$ cat config.mk
export PLATFORM = sky130hd
export DESIGN_NAME = stdin_read_arbiter
export DESIGN_NICKNAME = d
export VERILOG_FILES = /design/src/rtl/stdin_read_arbiter.sv
export SDC_FILE = /design/constraint.sdc
export NUM_CORES = 1
export LEC_CHECK = 0
export CORE_ASPECT_RATIO = 0.8
export CORE_MARGIN = 5
export CORE_UTILIZATION = 35
export CTS_CLUSTER_DIAMETER = 30
export DETAILED_ROUTE_END_ITERATION = 6
export DONT_BUFFER_PORTS = 1
export PLACE_DENSITY = 0.51
export SYNTH_ARGS = -nofsm -noshare
export SYNTH_HDL_FRONTEND = slang
export SYNTH_SLANG_ARGS = --single-unit
export TNS_END_PERCENT = 20
$ cat constraint.sdc
create_clock -name CLK -period 2.5 [get_ports CLK]
set_input_delay 0.5 -clock CLK [delete_from_list [all_inputs] [get_ports CLK]]
set_output_delay 0.5 -clock CLK [all_outputs]
set_load 0.02 [all_outputs]
$ cat src/rtl/stdin_read_arbiter.sv
// Round-robin arbiter that shares one byte-wide stdin source among NREQ consumers.
// It has a response watchdog, and end-of-file and timeout are sticky flags.
module stdin_read_arbiter #(
  parameter int NREQ    = 2,
  parameter int TIMEOUT = 16,
  parameter int TW      = 5
) (
  input  logic            CLK,
  input  logic            RST_N,
  input  logic [NREQ-1:0] req,
  output logic [NREQ-1:0] grant,
  output logic [7:0]      rd_data,
  output logic [NREQ-1:0] rd_valid,
  output logic            rd_eof,
  output logic            timeout,
  output logic            src_rd,
  input  logic [7:0]      src_data,
  input  logic            src_valid,
  input  logic            src_eof,
  output logic [1:0]      dbg_state
);

  localparam int LW = (NREQ > 1) ? $clog2(NREQ) : 1;

  // Handshake: src_rd is a one-cycle strobe. The source answers with src_valid
  // and/or src_eof for one cycle, starting no earlier than the cycle after the
  // strobe. rd_valid is a one-cycle push to the owner and has no back-pressure.
  typedef enum logic [1:0] {
    S_IDLE  = 2'd0,
    S_ISSUE = 2'd1,
    S_WAIT  = 2'd2,
    S_EOF   = 2'd3
  } state_t;

  state_t          state_q, state_d;
  logic [NREQ-1:0] grant_q, grant_d;
  logic [7:0]      rd_data_q, rd_data_d;
  logic [NREQ-1:0] rd_valid_q, rd_valid_d;
  logic            rd_eof_q, rd_eof_d;
  logic            timeout_q, timeout_d;
  logic            src_rd_q, src_rd_d;
  logic [LW-1:0]   last_q, last_d;
  logic [LW-1:0]   owner_q, owner_d;
  logic [TW-1:0]   timer_q, timer_d;
  logic [LW-1:0]   pick_idx;
  logic            pick_found;
  int              cand;

  // The scan starts one past the last served requester and wraps around.
  always_comb begin
    pick_found = 1'b0;
    pick_idx   = '0;
    cand       = 0;
    for (int i = 0; i < NREQ; i++) begin
      cand = int'(last_q) + 1 + i;
      if (cand >= NREQ) cand = cand - NREQ;
      if (!pick_found && req[LW'(cand)]) begin
        pick_found = 1'b1;
        pick_idx   = LW'(cand);
      end
    end
  end

  always_comb begin
    state_d    = state_q;
    grant_d    = grant_q;
    rd_data_d  = rd_data_q;
    rd_valid_d = '0;
    rd_eof_d   = rd_eof_q;
    timeout_d  = timeout_q;
    src_rd_d   = 1'b0;
    last_d     = last_q;
    owner_d    = owner_q;
    timer_d    = timer_q;
    case (state_q)
      S_IDLE: begin
        if (pick_found) begin
          grant_d  = NREQ'(1) << pick_idx;
          owner_d  = pick_idx;
          src_rd_d = 1'b1;
          state_d  = S_ISSUE;
        end
      end
      S_ISSUE: begin
        timer_d = '0;
        state_d = S_WAIT;
      end
      S_WAIT: begin
        if (src_valid) begin
          rd_data_d  = src_data;
          rd_valid_d = grant_q;
          last_d     = owner_q;
          grant_d    = '0;
          if (src_eof) begin
            rd_eof_d = 1'b1;
            state_d  = S_EOF;
          end else begin
            state_d  = S_IDLE;
          end
        end else if (src_eof) begin
          // 8'hFF is the low byte of the -1 end-of-file code.
          rd_data_d  = 8'hFF;
          rd_valid_d = grant_q;
          rd_eof_d   = 1'b1;
          grant_d    = '0;
          state_d    = S_EOF;
        end else if (timer_q == TW'(TIMEOUT - 1)) begin
          // last is left untouched, so the same requester wins the retry.
          timeout_d = 1'b1;
          grant_d   = '0;
          state_d   = S_IDLE;
        end else begin
          timer_d = timer_q + TW'(1);
        end
      end
      S_EOF: begin
        grant_d  = '0;
        rd_eof_d = 1'b1;
      end
      default: state_d = S_IDLE;
    endcase
  end

  always_ff @(posedge CLK or negedge RST_N) begin
    if (!RST_N) begin
      state_q    <= S_IDLE;
      grant_q    <= '0;
      rd_data_q  <= '0;
      rd_valid_q <= '0;
      rd_eof_q   <= 1'b0;
      timeout_q  <= 1'b0;
      src_rd_q   <= 1'b0;
      last_q     <= LW'(NREQ - 1);
      owner_q    <= '0;
      timer_q    <= '0;
    end else begin
      state_q    <= state_d;
      grant_q    <= grant_d;
      rd_data_q  <= rd_data_d;
      rd_valid_q <= rd_valid_d;
      rd_eof_q   <= rd_eof_d;
      timeout_q  <= timeout_d;
      src_rd_q   <= src_rd_d;
      last_q     <= last_d;
      owner_q    <= owner_d;
      timer_q    <= timer_d;
    end
  end

  assign grant     = grant_q;
  assign rd_data   = rd_data_q;
  assign rd_valid  = rd_valid_q;
  assign rd_eof    = rd_eof_q;
  assign timeout   = timeout_q;
  assign src_rd    = src_rd_q;
  assign dbg_state = state_q;

endmodule

Word-level counts from Yosys, hierarchy flattened --
Index checks and enable logic that the tools add are counted.
Cells by class: $add $sub $neg 5, order comparisons 4, equality and inequality tests 10, shift operators 1, mux-type cells 33, bitwise gates (word level) 2, reductions and logical operators 16
Operator list (count):
- 2-to-1 mux 2 bit | 11
- 2-to-1 mux 8 bit | 2
- 2-to-1 mux 5 bit | 3
- 2-to-1 mux 1 bit | 13
- case mux 2 bit (3 select lines) | 2
- != test 2 bit, second input constant | 5
- case mux 5 bit (2 select lines) | 1
- AND reduction 2 bit | 4
- AND reduction 4 bit | 2
- less-than comparator 1 x 3 -> 1 bit, second input constant | 2
- AND reduction 3 bit | 2
- nonzero test 2 bit | 3
- nonzero test 3 bit | 2
- adder 5 x 1 -> 5 bit, second input constant | 1
- == test 5 x 4 -> 1 bit, second input constant | 1
- == test 2 bit, second input constant | 2
- != test 4 bit, second input constant | 1
- adder 2 x 1 -> 3 bit, second input constant | 1
- >= comparator 3 x 2 -> 1 bit, second input constant | 1
- adder 1 x 1 -> 2 bit, second input constant | 1
- == test 2 x 1 -> 1 bit, second input constant | 1
- >= comparator 2 bit, second input constant | 1
- zero test 2 bit | 1
- inverter 1 bit | 2
- other kinds (5) | 6
Storage, ports and cells: register bits 24, input bits 14, output and inout bits 17, logic and storage cells 81

Logic depth before layout (Yosys ltp) --
depth after elaboration 13, depth in mapped cells 7, mapped depth without buffers 6

Worst setup path after synthesis --
OpenSTA, ideal clock, no wires.
path type flip-flop to flip-flop, start point register timer_q[0], end point register timer_q[3], setup time 0.078 ns, data arrival time 2.076 ns, required time 2.422 ns, setup slack 0.347 ns, stages on the path, launching flop included 8, buffers on the path 1, clock period less this slack 2.153 ns, cells stage by stage dfrtp_1 ha_1 and3_1 ha_1 or4b_4 buf_6 or3_1 a21boi_1
Between the ends: longest elaborated chain between the ends 5, elaborated cells between the ends (all ways) 8, classes of those cells add/sub (1); eq/ne (2); mux (4); reduce/logical (1)
RTL lines:
- start, declared | RTL line 44 | logic [TW-1:0] timer_q, timer_d;
- start signal, assigned | RTL line 146 | timer_q <= timer_d;
- adder 5 x 1 -> 5 bit | RTL line 113 | timer_d = timer_q + TW'(1);
- 2-to-1 mux 5 bit | RTL line 107 | end else if (timer_q == TW'(TIMEOUT - 1)) begin
- 2-to-1 mux 5 bit | RTL line 100 | end else if (src_eof) begin
- 2-to-1 mux 5 bit | RTL line 89 | if (src_valid) begin
- case mux 5 bit (2 select lines) | RTL line 75 | case (state_q)
Several ways; a longest one is shown, not always the timed one. The select of a mux whose other input is x is not followed. A chain may end at the register's enable or synchronous reset.

Final worst setup path --
Ends and elaborated chain as after synthesis.

==> out/qor.csv <==
stage,metric,value,unit
status,status,finished clean,
clock_network,htree depth,1,
clock_network,Num CTS Buffers,3,
synthesis,cells after synthesis,91,
global_route,number of global-route vias before repair,763,
placed_design,port bufs,0,
sta,clock skew,5.92,ps
synthesis,synth top area cells,"dfrtp_1, ha_1, o22a_1, nand2_1, dfstp_2",
clock_network,CTS tree,yes,
placed_design,placed cell areas,1120,um2
global_route,largest net degree at the start of global routing,24,
finish,Final Non-Filler Cells,134,
synthesis,sequential area share after synthesis,0.558,
finish,Diodes inserted,0,
finish,area occupied by multi-input gates,439,um2
synthesis,post-synthesis register bit count,24,
synthesis,post-synthesis cell area,1080,um2
drt,drt pass-1 iters,4,
critical_path,Reg2Reg Depth,6,
synthesis,Mean Syn Cell Area,11.9,um2
power,Sw Share,0.181,
critical_path,CP Launch Point,timer_q[0],
sta,final hold violations,0,
synthesis,Yosys top cell by area,dfrtp_1,
finish,Layout Area Growth over Synthesis,11.1,%
finish,Storage cell area,602,um2
sta,worst rel slew slack,0.294,
critical_path,Arrival @ worst endpoint,2380,ps
power,VDD IR max,0.000305,V
global_route,Overflow after GRT,0,
drt,Vias,706,
global_route,GRT Util Overall,0.115,
finish,layout cells sized above 1,0.106,
sta,Worst Tran Pin Value,1060,ps
power,Comb pwr share,0.013,
finish,fin nets,115,
power,P per Cell Area,616,nW/um2
sta,RSZ-0062 raised after global routing,no,
critical_path,Crit. End Element,flip-flop,
critical_path,reg-to-reg startpoint,timer_q[0],
synthesis,"Net Count, Synth",111,
die,DIE HEIGHT,59.7,um
critical_path,worst setup path category,reg2reg,
power,internal power,0.604,mW
drt,Initial DRC Count,13,
die,Chip Width,72.1,um
die,Core Region,3020,um2
drt,Total Wirelength,2180,um
drt,WL/cell,16.3,um
synthesis,synth unique cells,33,
finish,"most common cell after layout, fill and taps aside",dfrtp_1,
finish,most frequent cells in the layout,"dfrtp_1, nand2_1, o22a_1",
finish,Fillers,300,
clock_network,worst skew pair latency,270,ps
placed_design,Cells after DPL,129,
global_route,initial antenna violation count,0,
power,Psw,0.133,mW
clock_network,clk root buf,clkbuf_8,
finish,"Design Area, Final",1200,um2
critical_path,Setup crit end,timer_q[3],
power,PnR Total Power,0.738,mW
power,clock network power share,0.461,
power,Pleak,0.578,nW
sta,setup_tns,0,ps
sta,Tmin final,2190,ps
critical_path,reg2reg end,timer_q[3],
die,Top Ports,31,
sta,final worst-path setup slack,315,ps
drt,Final ANT Viol Nets,0,
drt,drt drc,0,
clock_network,clock tree buffer depth,2,
critical_path,worst endpoint required time,2700,ps
power,Reg power frac,0.526,
clock_network,Clock Pin Slew Worst Setup and Hold Paths,80,ps
sta,maximum clock frequency,0.458,GHz
sta,final setup fails,0,
job,max cap viols,0,
placed_design,Routability Congestion,0.741,
placed_design,HPWL after DPL,1600,um
critical_path,r2r setup slk,310,ps
min_path,Hold Path Class,in2async,
clock_network,CTS sink count,24,
synthesis,share of the synthesized area in the top cell type,0.534,
global_route,first-pass GRT wire length,3730,um
drt,DR vias/cell,5.27,
synthesis,Synth warnings,0,
die,row count,18,
sta,Final Cycle Share,0.874,
finish,post-layout util,0.397,
die,Initial Util,0.357,
die,total die area,4300,um2
critical_path,CP max FO,9,
sta,Hold Worst Slack,67.2,ps
placed_design,Placement Setup Slack,312,ps
critical_path,startpoint types,flip-flop,
sta,fin. max-slew vios,0,
-- cell usage after synthesis (all sizes together) --
library cell,number
a211o,1
a21boi,2
a21o,1
a22o,2
a31o,1
a32oi,1
and2,2
and3,1
buf,1
clkbuf,2
dfrtp,23
dfstp,1
ha,6
inv,5
mux2,2
mux2i,2
nand2,10
nand2b,2
nand3,4
nand3b,1
nor2,1
nor2b,2
nor3,1
nor4b,1
o211ai,1
o21ai,3
o22a,8
o31ai,1
o32ai,1
or3,1
or4b,1
-- power by group through the flow --
stage	registers (mW)	clock network, mW	logic, mW
detailed placement	0.396	0	0.00175
CTS	0.388	0.354	0.0107
global route	0.388	0.373	0.0119
floorplan	0.396	0	0.00169
global placement	0.396	0	0.00179
finish	0.388	0.340	0.00991
-- logic make-up (layout without fill, tap and decap cells) --
family          count (synthesis)  after routing  share of synthesized area
buf+inv                         8             11                     0.0348
simple gates                   27             27                      0.136
fa+ha+maj                       6              6                     0.0696
compound gates                 22             22                      0.162
mux                             4              4                     0.0394
flops                          24             24                      0.558
-- worst max-delay path, stage by stage, from the launching register on --
cell and delay, ps:
dfrtp_1 410, ha_1 210, and3_1 180, ha_1 200, or4b_4 600, or3_1 360
a21boi_1 140
-- registers in the layout (all words and copies together), names as in the netlist --
register	count
owner_q	1
rd_eof	1
rd_valid	2
dbg_state	2
timer_q	5
rd_data	8
src_rd	1
last_q	1
grant	2
timeout	1
-- metal layers --
| layer | part of all wire | global-route usage | vias to the layer above |
|---|---|---|---|
| met1 | 0.44 | 0.131 | 344 |
| met4 | 0.016 | 0.0322 | 0 |
| met3 | 0.096 | 0.0588 | 4 |
| li1 | - | - | 334 |
| met2 | 0.45 | 0.191 | 24 |
| met5 | 0 | 0 | - |
-- layout make-up --
cell class,count,share of cell area
clock buffer,3,0.0344
clock inverter,1,0.0251
inverter,5,0.0157
multi-input combinational,59,0.366
sequential,24,0.502
tap,40,0.0418
timing repair buffer,2,0.0146
-- timing repair --
item / 4_1_cts / 5_1_grt
setup endpoints to repair: 0 / 0
setup buffers: 0 / 0
hold endpoints to repair: 23 / 0
hold buffers: 1 / 0
gates resized for setup: 0 / 0
-- worst min-delay path by stage --
stage              endpoint
2_1_floorplan  dbg_state[0]
3_3_place_gp     timer_q[0]
3_5_place_dp     timer_q[2]
4_1_cts              last_q
5_1_grt              last_q
6_report             last_q
Note: power is estimated with default switching activity, not from simulation.
